==> config.mk <==
export PLATFORM = sky130hd
export DESIGN_NAME = product_accumulator
export DESIGN_NICKNAME = d
export VERILOG_FILES = /design/src/rtl/karatsuba_defs.sv /design/src/rtl/multiply.sv /design/src/rtl/product_accumulator.sv
export SDC_FILE = /design/constraint.sdc
export NUM_CORES = 1
export LEC_CHECK = 0
export ABC_CLOCK_PERIOD_IN_PS = 5200
export BUFFER_PORTS_ARGS = -buffer_cell sky130_fd_sc_hd__buf_2
export CAP_MARGIN = 10
export CORE_AREA = 2 2 87 131
export CTS_CLUSTER_DIAMETER = 60
export DETAILED_ROUTE_END_ITERATION = 8
export DIE_AREA = 0 0 89 133
export PLACE_DENSITY = 0.7
export SLEW_MARGIN = 5
export SYNTH_ARGS = -nofsm -noshare
export SYNTH_HDL_FRONTEND = slang
export SYNTH_SLANG_ARGS = --single-unit
==> constraint.sdc <==
create_clock -name clk -period 5.2 [get_ports clk]
set_clock_uncertainty 0.15 [all_clocks]
set_input_delay 0 -clock clk [delete_from_list [all_inputs] [get_ports clk]]
set_output_delay 0 -clock clk [all_outputs]
set_load 0.05 [all_outputs]
==> src/rtl/karatsuba_defs.sv <==
// Shared definitions for the product accumulator: FSM encoding and default widths.
package karatsuba_defs;

  localparam int DEF_WIDTH = 8;
  localparam int DEF_ACC_W = 24;

  typedef enum logic {
    ACCUM = 1'b0,
    HOLD  = 1'b1
  } acc_state_e;

endpackage

==> src/rtl/multiply.sv <==
// Combinational unsigned multiplier producing a full-width 2*WIDTH product.
module multiply #(
  parameter int WIDTH = 8
) (
  input  logic [WIDTH-1:0]   a,
  input  logic [WIDTH-1:0]   b,
  output logic [2*WIDTH-1:0] p
);

  assign p = a * b;

endmodule

==> src/rtl/product_accumulator.sv <==
// Frame-based multiply-accumulate: registered operands, combinational multiply,
// wrapping accumulator with sticky overflow, result held until the consumer takes it.
module product_accumulator
  import karatsuba_defs::*;
#(
  parameter int WIDTH = DEF_WIDTH,
  parameter int ACC_W = DEF_ACC_W
) (
  input  logic             clk,
  input  logic             rst,
  input  logic             in_valid,
  output logic             in_ready,
  input  logic [WIDTH-1:0] A,
  input  logic [WIDTH-1:0] B,
  input  logic             in_last,
  output logic             out_valid,
  input  logic             out_ready,
  output logic [ACC_W-1:0] sum,
  output logic             overflow
);

  generate
    if (ACC_W < 2 * WIDTH) begin : g_bad_width
      $error("product_accumulator: ACC_W must be at least 2*WIDTH");
    end
  endgenerate

  // Sum with carry-out; the extra top bit is the overflow indication.
  function automatic logic [ACC_W:0] acc_add(input logic [ACC_W-1:0] acc,
                                             input logic [2*WIDTH-1:0] prod);
    return {1'b0, acc} + {{(ACC_W + 1 - 2 * WIDTH){1'b0}}, prod};
  endfunction

  acc_state_e         state, state_nxt;
  logic               accept;
  logic               vld_p1;
  logic               last_p1;
  logic [WIDTH-1:0]   a_p1, b_p1;
  logic [2*WIDTH-1:0] prod_p1;
  logic [ACC_W-1:0]   acc_p2;
  logic               ovf_p2;
  logic [ACC_W:0]     add_p1;
  logic               release_hs;

  // A last beat sitting in stage 1 blocks new beats until the frame closes.
  always_comb begin
    in_ready   = !rst && (state == ACCUM) && !(vld_p1 && last_p1);
    accept     = in_valid && in_ready;
    release_hs = (state == HOLD) && out_ready;
  end

  // ---- stage 1: operand capture ----
  always_ff @(posedge clk) begin
    if (rst) begin
      vld_p1 <= 1'b0;
    end else begin
      vld_p1 <= accept;
    end
  end

  always_ff @(posedge clk) begin
    if (accept) begin
      a_p1    <= A;
      b_p1    <= B;
      last_p1 <= in_last;
    end
  end

  multiply #(.WIDTH(WIDTH)) u_mul (
    .a (a_p1),
    .b (b_p1),
    .p (prod_p1)
  );

  assign add_p1 = acc_add(acc_p2, prod_p1);

  // ---- stage 2: accumulate ----
  always_ff @(posedge clk) begin
    if (rst) begin
      acc_p2 <= '0;
      ovf_p2 <= 1'b0;
    end else if (release_hs) begin
      acc_p2 <= '0;
      ovf_p2 <= 1'b0;
    end else if (vld_p1) begin
      acc_p2 <= add_p1[ACC_W-1:0];
      ovf_p2 <= ovf_p2 | add_p1[ACC_W];
    end
  end

  always_ff @(posedge clk) begin
    if (rst) begin
      state <= ACCUM;
    end else begin
      state <= state_nxt;
    end
  end

  always_comb begin
    state_nxt = state;
    case (state)
      ACCUM: if (vld_p1 && last_p1) state_nxt = HOLD;
      HOLD:  if (out_ready)         state_nxt = ACCUM;
      default: state_nxt = ACCUM;
    endcase
  end

  always_comb begin
    out_valid = !rst && (state == HOLD);
    sum       = out_valid ? acc_p2 : '0;
    overflow  = out_valid ? ovf_p2 : 1'b0;
  end

endmodule

-- Yosys cells after proc, flatten, opt, wreduce, memory -nomap -nowiden
Index checks and enable logic that the tools add are counted.
- $add $sub $neg: 1
- multipliers: 1
- mux-type cells: 5
- bitwise gates (word level): 2
- reduce and logical (&&, ||, !) cells: 9
- operators by type and width (operator ; count):
    $add 24x16->25 ; 1
    $mux 24 ; 1
    $mul 8x8->16 ; 1
    $logic_and 1x1->1 ; 6
    $mux 1 ; 3
    $logic_not 1->1 ; 2
    $pmux 1 s2 ; 1
    $reduce_or 2->1 ; 1
    $not 1->1 ; 1
    $or 1x1->1 ; 1
- flip-flop bits (word level): 44
- input port bits: 21
- output and inout bits: 27
- logic and storage cells: 25

-- Depth between registers and ports, before layout
Gate-level depths: netlist (run 1).
- word-level depth: 4
- mapped depth: 19
- gate-level depth less buffers: 18

-- Cells and area by module
From an unflattened synthesis (run 1), not the netlist that was laid out.
- cells, all modules: 499
- area total of the unflattened synthesis: 4619.4 µm²
- by module, submodules not included (module ; times used ; cells each ; area each (µm²)):
    product_accumulator ; 1 ; 256 ; 2513.7
    multiply ; 1 ; 243 ; 2105.8

-- Worst setup path before layout (run 1)
Ideal clock, no wire load.
- path kind: reg2reg
- start: reg a_p1[1]
- end: reg acc_p2[19]
- library setup time: 72 ps
- arrival time: 4205 ps
- data required time: 4978 ps
- slack: 773 ps
- cell stages (with the launch flop): 16
- cells stage by stage: edfxtp_1 -> and2_1 -> fa_1 -> fa_1 -> fa_1 -> inv_1 -> fa_1 -> inv_1 -> ha_1 -> a21oi_1 -> nand2_1 -> o21ai_1 -> a211oi_2 -> o21a_2 -> o211ai_2 -> mux2i_1
- word-level cells in the longest chain between the ends: 2
- RTL lines (element ; RTL line ; RTL):
    start, declared ; product_accumulator.sv:38 ; logic [WIDTH-1:0] a_p1, b_p1;
    start signal, assigned ; product_accumulator.sv:63 ; a_p1 <= A;
    $mul 8x8->16 ; multiply.sv:10 ; assign p = a * b;
    $add 24x16->25 ; product_accumulator.sv:31 ; return {1'b0, acc} + {{(ACC_W + 1 - 2 * WIDTH){1'b0}}, prod};
    end signal, assigned ; product_accumulator.sv:86 ; acc_p2 <= add_p1[ACC_W-1:0];
    end, declared ; product_accumulator.sv:40 ; logic [ACC_W-1:0] acc_p2;
Every way passes these cells.
A chain may end at the register's enable or synchronous reset.

-- Worst setup path after layout (run 1)
Same ends and word-level chain as after synthesis.

==> metrics.yaml, run 1 <==
drive_above_1_share_pct: 11.4
timing.final.crit_share_pct: 93.3
dp_hpwl_mm: 8.30
grt-ovfl-total: 0
rsz0062_at_grt: "no"
antenna_found_initial: 0
power.share.clock_pct: 17.7
die_w_um: 89
critical_path.startpoint: "a_p1[1]$_DFFE_PP_"
rows: 47
grt_pass1_vias: 3649
clock_path_buffers: 2
place_inst: 675
cp.arrival_ns: 4.92
area_growth_pct: 17.2
fmax_mhz: 206
h-tree-depth: 2
r2r_slack_ns: 0.35
ir_worst_vdd_mv: 0.253
cts_resized: 0
diodes: 0
die_h_um: 133
r2r_start: "a_p1[1]$_DFFE_PP_"
final_net_count: 666
cts_sinks: 44
synthTopCellsByArea: "fa_1 23%, dfxtp_1 12%, ha_1 12%"
required_ns: 5.27
hold_slack_ns: 0.0838
yosysWarnings: 0
drtAntennaViolNets: 0
intPower_uw: 1090
vias: 3422
hold_path.class: "in -> reg"
clkSlewWorstSetupHoldPaths_ns: 0.07
cts_buffers: 5
switchingPower_uw: 875
finalNonFillerCells: 702
outcome: "finished, final reports clean"
fillerInstances: 1064
synthArstFlopShare_pct: 0
drc: 0
max-slew-margin-rel_pct: 19.7
power_frac_comb_pct: 59.5
yosys.area.top_type: "fa_1"
io_buffers: 47
startpoint_type: "flip-flop"
maxSlewViolCount: 0
endpoint: "acc_p2[19]$_SDFFE_PP0P_"
synth-edff-count: 17
dr.pass1.iters: 4
worst_pin_slew_ns: 1.20
worstRegToRegCells: 15
worstPathMaxFanout: 8
ys_types: 40
syn-mean-instance-area_um2: 9.04
yosysTopAreaCellShare_pct: 22.7
drv_cap: 0
routed_wl_mm: 10.1
cts_tree: "built"
grt_max_degree: 25
synth-seq-cells: 44
grt_pass1_wl_mm: 17.3
power_density_nw_per_um2: 381
core_area_um2: 10800
clk_latency_ns: 0.29
fin_tns_setup_ns: 0
synth_ff_type: "dfxtp_1"
endpoint_kind: "flip-flop"
die_area_um2: 11800
leakagePower_uw: 0.00261
clockRootBuffer: "clkbuf_16"
pwr-share-seq_pct: 22.8
netlist_area_um2: 4400
syn_inst: 487
p_sw_share_pct: 44.5
timing.final.hold_violations: 0
viasPerCell: 4.87
fin_crit_ns: 4.85
syn_nets: 599
io_pins: 48
reg2reg_to: "acc_p2[19]$_SDFFE_PP0P_"
path_class: "reg -> reg"
grt_usage_pct: 18.7
setup_viol_count_final: 0
gp_congestion: 0.886
seq_area_frac_synth_pct: 23.9
drt_iter0_markers: 166
wire_per_inst_um: 14.4
start_util_pct: 40.7
-- layout by cell type, fill, tap and decap left out, types with 2 or more instances in the layout --
master and n:
dlygate4sd3_1 19, and3_1 3, buf_2 47, nand2_1 47
nor2b_1 3, xnor2_1 5, nor3_1 3, nand3_1 10
nand4b_1 2, o21ai_1 5, edfxtp_1 17, xor2_1 6
a21oi_1 17, nand2b_1 6, buf_4 3, clkbuf_16 6
a21o_1 6, o211ai_1 5, nor2_1 27, a31oi_1 6
and2_1 64, mux2i_1 14, o21bai_1 2, dfxtp_1 27
inv_1 98, ha_1 41, fa_1 50
-- timing repair --
action / 4_1_cts / 5_1_grt
setup buffers: 0 / 0
hold buffers: 19 / 0
endpoints found under the hold margin: 18 / 0
-- cell usage after synthesis, drive strengths merged, types with 2 or more instances --
library cell	number
a211oi	2
a21o	6
a21oi	18
a31oi	6
and2	64
and3	3
buf	2
clkbuf	7
dfxtp	27
edfxtp	17
fa	50
ha	41
inv	98
mux2i	14
nand2	47
nand2b	6
nand3	10
nand4b	2
nor2	27
nor2b	3
nor3	3
o211ai	6
o21ai	7
o21bai	2
xnor2	5
xor2	6
-- cells by family after synthesis --
logic type,after synthesis,share of synthesized area [%]
AOI/OAI and AO/OA,50,7.45
xor gates and xnor gates,11,2.19
adders and majority gates,91,34.4
buffers and inverters,107,9.15
DFF,44,23.9
muxes,14,3.18
and+or+nand+nor,170,19.8
-- worst max-delay path: stages, from the launching register on --
cell and delay (ns):
edfxtp_1 0.53, and2_1 0.24, fa_1 0.50, fa_1 0.53
fa_1 0.55, inv_1 0.06, fa_1 0.54, inv_1 0.04
ha_1 0.35, a21oi_1 0.24, nand2_1 0.11, o21ai_1 0.20
a211oi_2 0.12, o21a_2 0.27, o211ai_2 0.16, mux2i_1 0.19
-- per-layer routing --
metal	GRT usage (%)	vias to the layer above	part of all wire, %
li1	-	1664	-
met1	21.4	1651	37
met2	33.7	77	55
met3	1.75	30	2.6
met4	9.12	0	4.8
met5	0	-	0
-- registers in the layout (all words and copies together) (netlist names) --
name / cells
ovf_p2: 1
b_p1: 8
acc_p2: 24
vld_p1: 1
last_p1: 1
state: 1
a_p1: 8
-- how the worst min path moves through the flow --
| stage | startpoint | cells after the start | endpoint |
|---|---|---|---|
| after floorplan | A[0] | 0 | a_p1[0]$_DFFE_PP_ |
| after global placement | B[3] | 1 | b_p1[3]$_DFFE_PP_ |
| after detailed placement | B[1] | 1 | b_p1[1]$_DFFE_PP_ |
| after CTS | out_ready | 5 | acc_p2[23]$_SDFFE_PP0P_ |
| after global routing | out_ready | 5 | acc_p2[19]$_SDFFE_PP0P_ |
| final | out_ready | 5 | acc_p2[19]$_SDFFE_PP0P_ |
-- per-stage QoR --
step	setup WS [ns]	total power, uW	util (%)	instance area, um2
6_report	0.347	1970	47.7	5160
5_1_grt	0.126	2170	47.7	5160
4_1_cts	0.339	1980	47.7	5160
3_5_place_dp	0.369	1610	44.4	4810
3_3_place_gp	0.393	1590	44.4	4810
2_1_floorplan	0.773	1360	-	4400
-- final cells by class --
type,instances,area (um2),share of cell area [%]
Tap cell,147,184,3.56
Inverter,98,368,7.13
Clock inverter,2,11.3,0.218
Sequential cell,44,1050,20.4
Multi-Input combinational cell,336,2950,57.1
Clock buffer,6,150,2.91
Timing Repair Buffer,69,448,8.68
-- power groups by stage --
stage / Clock (uW) / Sequential (uW) / Combinational [uW]
after global placement: 0 / 456 / 1130
after floorplan: 0 / 428 / 935
after CTS: 356 / 449 / 1180
final: 348 / 449 / 1170
after detailed placement: 0 / 456 / 1160
after global routing: 368 / 455 / 1340
(Power assumes the default switching activity.)
==> run 2: changes to the inputs <==
--- a/config.mk
+++ b/config.mk
@@ -5,7 +5,7 @@
 export SDC_FILE = /design/constraint.sdc
 export NUM_CORES = 1
 export LEC_CHECK = 0
-export ABC_CLOCK_PERIOD_IN_PS = 5200
+export ABC_CLOCK_PERIOD_IN_PS = 6240
 export BUFFER_PORTS_ARGS = -buffer_cell sky130_fd_sc_hd__buf_2
 export CAP_MARGIN = 10
 export CORE_AREA = 2 2 87 131
==> constraint.sdc (replaced) <==
create_clock -name clk -period 6.24 [get_ports clk]
set_clock_uncertainty 0.15 [all_clocks]
set_input_delay 0 -clock clk [delete_from_list [all_inputs] [get_ports clk]]
set_output_delay 0 -clock clk [all_outputs]
set_load 0.05 [all_outputs]
==> run 2 against run 1 <==
Power is 17% lower. Non-clock buffer count decreased by 1. First-iteration DRC count down 7.8%. Via count is 0.73% higher. Largest power group unchanged. Critical path depth unchanged. Highest routed layer unchanged. Maximum frequency is 0.27% lower. Final cell count shrank 0.14%. Sequential cell count unchanged. Combinational power is 15% lower.
==> metrics.yaml, run 2 (synthesis gave the netlist of run 1 again) <==
outcome: "finished, final reports clean"
clk_latency_ns: 0.30  # about the same
viasPerCell: 4.92  # +0.87%
ir_worst_vdd_mv: 0.227  # -10%
fillerInstances: 1042  # -2.1%
max-slew-margin-rel_pct: 20.9  # +1.3 points
grt_max_degree: 25  # unchanged
cts_resized: 0  # unchanged
dpl-instance-area_um2: 4800  # -0.16%
routed_wl_mm: 10.4  # +2.4%
max_stage_delay_ns: 0.56  # about the same
final_cell_mix: "98 x inv_1, 64 x and2_1, 50 x fa_1"
path_class: "reg -> reg"
dp_hpwl_mm: 8.39  # +1.0%
hold_path.class: "in -> reg"
diodes: 0  # unchanged
die_w_um: 89  # unchanged
place_inst: 674  # -0.15%
drive_above_1_share_pct: 11.0  # -0.34 points
fin_tns_setup_ns: 0  # unchanged
fin_crit_ns: 4.87  # +0.0131 ns
r2r_slack_ns: 1.37  # +1.03 ns
endpoint_kind: "flip-flop"
path_cells: "and2_1 > fa_1 > fa_1 > fa_1 > inv_1 > fa_1 > inv_1 > ha_1 > a21oi_1 > nand2_1 > o21ai_1 > a211oi_2 > o21a_2 > o21ai_1 > mux2i_1"
required_ns: 6.32  # +1.05 ns
fmax_mhz: 206  # -0.27%
grt-ovfl-total: 0  # unchanged
p_sw_share_pct: 45.4  # +0.88 points
reg_top3: "acc_p2: 24 flops, a_p1: 8 flops, b_p1: 8 flops"
drtAntennaViolNets: 0  # unchanged
cpMaxStageDelayCell: "fa_1"
regMostFlops: "acc_p2"
vias: 3447  # +0.73%
post_cts_buffers: 0  # unchanged
startpoint_type: "flip-flop"
worstRegToRegCells: 15  # unchanged
h-tree-depth: 2  # unchanged
crit_cells: 15  # unchanged
grt_pass1_wl_mm: 17.7  # +2.5%
crit_path_frequent_cell: "fa_1"
clockRootBuffer: "clkbuf_16"
clkSlewWorstSetupHoldPaths_ns: 0.06  # about the same
cts_buffers: 5  # unchanged
intPower_uw: 892  # -18%
drt_iter0_markers: 153  # -7.8%
power_density_nw_per_um2: 318  # -17%
critPathBufInv: 2  # unchanged
final_net_count: 665  # -0.15%
cts_sinks: 44  # unchanged
core_area_um2: 10800  # unchanged
endpoint: "acc_p2[21]$_SDFFE_PP0P_"
setup_viol_count_final: 0  # unchanged
wire_per_inst_um: 14.8  # +2.5%
antenna_found_initial: 0  # unchanged
path_delay_family: "adder cells"
start_util_pct: 40.7  # unchanged
power.share.clock_pct: 16.3  # -1.4 points
clock_path_buffers: 2  # unchanged
worst_pin_slew_ns: 1.18  # -0.0190 ns
largest_reg_flops: 24  # unchanged
rows: 47  # unchanged
drc: 0  # unchanged
grt_pass1_vias: 3784  # +3.7%
die_h_um: 133  # unchanged
final_common_cell: "inv_1"
dr.pass1.iters: 4  # unchanged
grt_usage_pct: 19.3  # +0.62 points
io_pins: 48  # unchanged
final_util_pct: 47.4  # -0.27 points
switchingPower_uw: 740  # -15%
gp_congestion: 0.883  # -0.29%
cp.arrival_ns: 4.94  # +0.02 ns
r2r_start: "a_p1[3]$_DFFE_PP_"
rsz0062_at_grt: "no"
finalNonFillerCells: 701  # -0.14%
power_frac_comb_pct: 60.9  # +1.4 points
critical_path.startpoint: "a_p1[3]$_DFFE_PP_"
worstPathMaxFanout: 8  # unchanged
timing.final.hold_violations: 0  # unchanged
drv_cap: 0  # unchanged
area_growth_pct: 16.6
leakagePower_uw: 0.00259  # -0.61%
p_total_uw: 1630  # -17%
cts_tree: "built"
maxSlewViolCount: 0  # unchanged
reg2reg_to: "acc_p2[21]$_SDFFE_PP0P_"
io_buffers: 47  # unchanged
die_area_um2: 11800  # unchanged
fin_area_um2: 5130  # -0.56%
pwr-share-seq_pct: 22.9  # about the same
timing.final.crit_share_pct: 78.0  # -15 points
## run 2: changes by cell type in the layout (fill, tap and decap cells not counted)
cell | before | now
clkbuf_16 | 6 | 5
buf_4 | 3 | 2
clkbuf_1 | 0 | 1
## run 2: tightest hold or removal path, delay by kind of cell
kind,cells,cell delay (ns)
compound gates,1,0.06
buf+inv,2,0.27
simple gates,1,0.08
mux,1,0.05
## run 2: metrics by stage
step / hold WS (ns) / setup slack, ns
2_1_floorplan: -0.0511 / 1.81
4_1_cts: 0.0717 / 1.37
3_5_place_dp: 0.0283 / 1.39
6_report: 0.0725 / 1.37
5_1_grt: 0.0923 / 1.17
3_3_place_gp: 0.0276 / 1.42
## run 2: final cells by class
cell class | instances | area [um2] | share of cell area [%]
Clock buffer | 6 | 129 | 2.51
Sequential cell | 44 | 1050 | 20.5
Inverter | 98 | 368 | 7.17
Clock inverter | 2 | 11.3 | 0.219
Tap cell | 147 | 184 | 3.58
Timing Repair Buffer | 68 | 440 | 8.58
Multi-Input combinational cell | 336 | 2950 | 57.4
## run 2: routing by layer
metal	global-route usage (%)	part of all wire, %	vias to the layer above
li1	-	-	1660
met1	20.8	36	1691
met2	35.8	57	75
met3	2.50	2.6	21
met4	9.20	3.8	0
met5	0	0	-
## run 2: worst min-delay path by stage
stage | from | slack (ns) | cells after the start | end
floorplan | A[0] | -0.05 | 0 | a_p1[0]$_DFFE_PP_
global placement | B[3] | 0.03 | 1 | b_p1[3]$_DFFE_PP_
detailed placement | B[5] | 0.03 | 1 | b_p1[5]$_DFFE_PP_
CTS | out_ready | 0.07 | 5 | acc_p2[23]$_SDFFE_PP0P_
global route | out_ready | 0.09 | 5 | acc_p2[23]$_SDFFE_PP0P_
finish | out_ready | 0.07 | 5 | acc_p2[23]$_SDFFE_PP0P_
## run 2: power by group through the flow
stage          logic (uW)  registers, uW  clock network [uW]
6_report              993            373                 265
5_1_grt              1140            378                 280
4_1_cts               997            374                 268
3_5_place_dp          981            381                   0
3_3_place_gp          943            381                   0
2_1_floorplan         779            357                   0
## run 2: repair_timing
item	4_1_cts	5_1_grt
endpoints found under the hold margin	18	0
setup endpoints to repair	0	0
hold buffers	19	0
==> run 3: changes to the inputs <==
--- a/config.mk
+++ b/config.mk
@@ -5,14 +5,15 @@
 export SDC_FILE = /design/constraint.sdc
 export NUM_CORES = 1
 export LEC_CHECK = 0
-export ABC_CLOCK_PERIOD_IN_PS = 6240
+export ABC_AREA = 1
+export ABC_CLOCK_PERIOD_IN_PS = 4200
 export BUFFER_PORTS_ARGS = -buffer_cell sky130_fd_sc_hd__buf_2
 export CAP_MARGIN = 10
-export CORE_AREA = 2 2 87 131
+export CORE_AREA = 2 2 90 135
 export CTS_CLUSTER_DIAMETER = 60
 export DETAILED_ROUTE_END_ITERATION = 8
-export DIE_AREA = 0 0 89 133
-export PLACE_DENSITY = 0.7
+export DIE_AREA = 0 0 92 137
+export PLACE_DENSITY = 0.72
 export SLEW_MARGIN = 5
 export SYNTH_ARGS = -nofsm -noshare
 export SYNTH_HDL_FRONTEND = slang
==> constraint.sdc (replaced) <==
create_clock -name clk -period 4.2 [get_ports clk]
set_clock_uncertainty 0.15 [all_clocks]
set_input_delay 0 -clock clk [delete_from_list [all_inputs] [get_ports clk]]
set_output_delay 0 -clock clk [all_outputs]
set_load 0.05 [all_outputs]
==> run 3 against run 2 <==
Final cell count grew 30%. Clock power is 51% higher. Routed wire length up 25%. Sequential share of layout area fell by 3.7 points. Synthesized cell count is 34% higher. Highest routed layer unchanged. Synthesized area is 7.1% higher. Critical path type unchanged. Critical path depth rose by 4. The flow now finishes with violations (setup timing). Non-clock buffer count increased by 54. Combinational power is 130% higher. Core utilization rose by 7.6 points.
==> metrics.yaml, run 3 <==
ys_types: 26  # -35%
final_cell_mix: "166 x inv_1, 117 x nand2_1, 51 x nor2_1"
wire_per_inst_um: 14.2  # -3.8%
rows: 48  # +2.1%
place_inst: 867  # +29%
drv_cap: 0  # unchanged
finalNonFillerCells: 910  # +30%
hold_path.class: "in -> reg"
worst_pin_slew_ns: 0.988  # -0.196 ns
io_buffers: 47  # unchanged
critPathBufInv: 7  # +5
synthTopCellsByArea: "fa_1 21%, inv_1 14%, nand2_1 12%"
final_common_cell: "inv_1"
synthAdderAreaFrac_pct: 32.1  # -2.3 points
path_cells: "buf_6 > nand2_2 > inv_2 > fa_2 > fa_1 > fa_1 > inv_2 > fa_1 > inv_2 > ha_4 > nand2_4 > inv_2 > a21oi_2 > buf_4 > nand3_4 > a21oi_2 > o21ai_1 > nand2_1 > inv_1"
fmax_mhz: 231  # +12%
gp_congestion: 0.900  # +2.0%
die_w_um: 92  # +3.4%
antenna_found_initial: 0  # unchanged
die_area_um2: 12600  # +6.5%
setup_slack_ns: -0.127  # -1.50 ns
violations: "setup timing"
fin_tns_setup_ns: -1.02  # -1.02 ns
synth_ff_type: "dfxtp_1"
synth_commonest_cells: "182 x inv_1, 146 x nand2_1, 58 x nor2_1"
synth_compound_area_share_pct: 6.34  # -1.1 points
reg_top3: "acc_p2: 24 flops, a_p1: 8 flops, b_p1: 8 flops"
power_density_nw_per_um2: 507  # +59%
endpoint_kind: "flip-flop"
drtAntennaViolNets: 0  # unchanged
grt_usage_pct: 19.7  # +0.39 points
clockRootBuffer: "clkbuf_16"
cpMaxStageDelayCell: "fa_2"
regMostFlops: "acc_p2"
timing.final.hold_violations: 0  # unchanged
cts_tree: "built"
routed_wl_mm: 12.9  # +25%
clk_latency_ns: 0.30  # about the same
synth.area.mux_share_pct: 0  # -3.2 points
maxSlewViolCount: 0  # unchanged
yosysWarnings: 0  # unchanged
rsz0062_at_grt: "yes"
fin_crit_ns: 4.33  # -0.539 ns
syn_nets: 766  # +28%
vias: 4289  # +24%
cts_buffers: 5  # unchanged
drt_iter0_markers: 177  # +16%
dp_hpwl_mm: 9.11  # +8.6%
synth_top_family_by_area: "adder cells"
synthSimpleGateAreaFrac_pct: 21.0  # +1.2 points
crit_path_frequent_cell: "inv_2"
diodes: 0  # unchanged
start_util_pct: 41.3  # +0.65 points
yosysTopAreaCellShare_pct: 21.2  # -1.5 points
path_class: "reg -> reg"
seq_area_frac_synth_pct: 22.3  # -1.6 points
die_h_um: 137  # +3.0%
drc: 0  # unchanged
synth-edff-count: 17  # unchanged
viasPerCell: 4.71  # -4.2%
grt-ovfl-total: 0  # unchanged
timing.final.crit_share_pct: 103  # +25 points
synth-seq-cells: 44  # unchanged
required_ns: 4.25  # -2.07 ns
leakagePower_uw: 0.00337  # +30%
clock_path_buffers: 2  # unchanged
io_pins: 48  # unchanged
outcome: "complete, but fails checks"
cp.arrival_ns: 4.37  # -0.57 ns
grt_max_degree: 30  # +20%
final_util_pct: 55.0  # +7.6 points
syn_inst: 654  # +34%
synth_xor_area_share_pct: 1.30  # -0.89 points
netlist_area_um2: 4720  # +7.1%
clkSlewWorstSetupHoldPaths_ns: 0.07  # about the same
drive_above_1_share_pct: 27.6  # +17 points
max_stage_delay_ns: 0.57  # about the same
yosys.area.top_type: "fa_1"
setup_viol_count_final: 15  # +15
path_delay_family: "adder cells"
max-slew-margin-rel_pct: 34.1  # +13 points
ir_worst_vdd_mv: 0.310  # +36%
area_growth_pct: 33.0
syn-mean-instance-area_um2: 7.21  # -20%
hold_slack_ns: 0.102  # +0.0293 ns
cts_sinks: 44  # unchanged
final_net_count: 871  # +31%
core_area_um2: 11400  # +5.5%
worstPathMaxFanout: 5  # -3
largest_reg_flops: 24  # unchanged
startpoint_type: "flip-flop"
dp_slack_ns: -0.252  # -1.64 ns
synthArstFlopShare_pct: 0  # unchanged
h-tree-depth: 2  # unchanged
dr.pass1.iters: 4  # unchanged
grt_pass1_vias: 4302  # +14%
yosysMostFrequentCell: "inv_1"
grt_pass1_wl_mm: 19.4  # +9.5%
## run 3: changes by cell type after synthesis, moves of 8 or more
cell | previous run | this run
o21ai_0 | 1 | 14
and2_1 | 64 | 2
mux2i_1 | 14 | 0
nor2_1 | 27 | 58
a21oi_1 | 17 | 39
nand2_1 | 47 | 146
inv_1 | 98 | 182
nand2_2 | 0 | 8
clkbuf_1 | 7 | 19
nand3_1 | 10 | 22
## run 3: metal layers
metal  global-route usage [%]  wire [um]
met1                     19.9       4640
met4                     10.3        635
met5                        0          0
met2                     39.3       7320
met3                     1.82        347
## run 3: final timing paths
kind                          start                 endpoint  slack [ns]  depth (start not counted)
min reg2reg  acc_p2[3]$_SDFFE_PP0P_   acc_p2[3]$_SDFFE_PP0P_        0.31                          2
max               a_p1[5]$_DFFE_PP_  acc_p2[12]$_SDFFE_PP0P_       -0.13                         19
max reg2reg       a_p1[5]$_DFFE_PP_  acc_p2[12]$_SDFFE_PP0P_       -0.13                         19
min                       out_ready      ovf_p2$_SDFFE_PP0P_        0.10                          4
## run 3: tightest hold or removal path: cells and delay by family
kind                   cells  cell delay, ns
AO/OA/AOI/OAI              2            0.10
buffers and inverters      2            0.39
## run 3: repair_timing
action                     in CTS  in global routing
setup endpoints to repair      18                 18
setup buffers                   2                 12
gates resized for setup        24                106
pin swaps                      34                 61
hold endpoints to repair       26                  0
hold buffers                   21                  0
## run 3: layout make-up
type	count	area, um2
flip-flops and latches	44	1050
multi-input cells	400	3310
clock buffers	6	129
fillers	1016	5140
well taps	150	188
repair buffers	122	885
inverters	186	703
clock inverters	2	12.5
## run 3: cell families (layout without fill, tap and decap cells)
| family | count (synthesis) | in the layout |
|---|---|---|
| adders and majority gates | 91 | 91 |
| DFF | 44 | 44 |
| AOI/OAI and AO/OA | 57 | 57 |
| buffers and inverters | 210 | 316 |
| and+or+nand+nor | 245 | 245 |
| xor gates and xnor gates | 7 | 7 |
## run 3: power breakdown
| part | switching [uW] | total [uW] | internal [uW] |
|---|---|---|---|
| clock | 180 | 400 | 220 |
| combinational | 1310 | 2280 | 971 |
| sequential | 26.8 | 501 | 474 |
## run 3: per-stage QoR
step           total power [uW]  area, um2
6_report                   3180       6270
5_1_grt                    3390       6270
2_1_floorplan              1470       4720
3_5_place_dp               1950       5340
4_1_cts                    2610       5860
3_3_place_gp               1940       5340
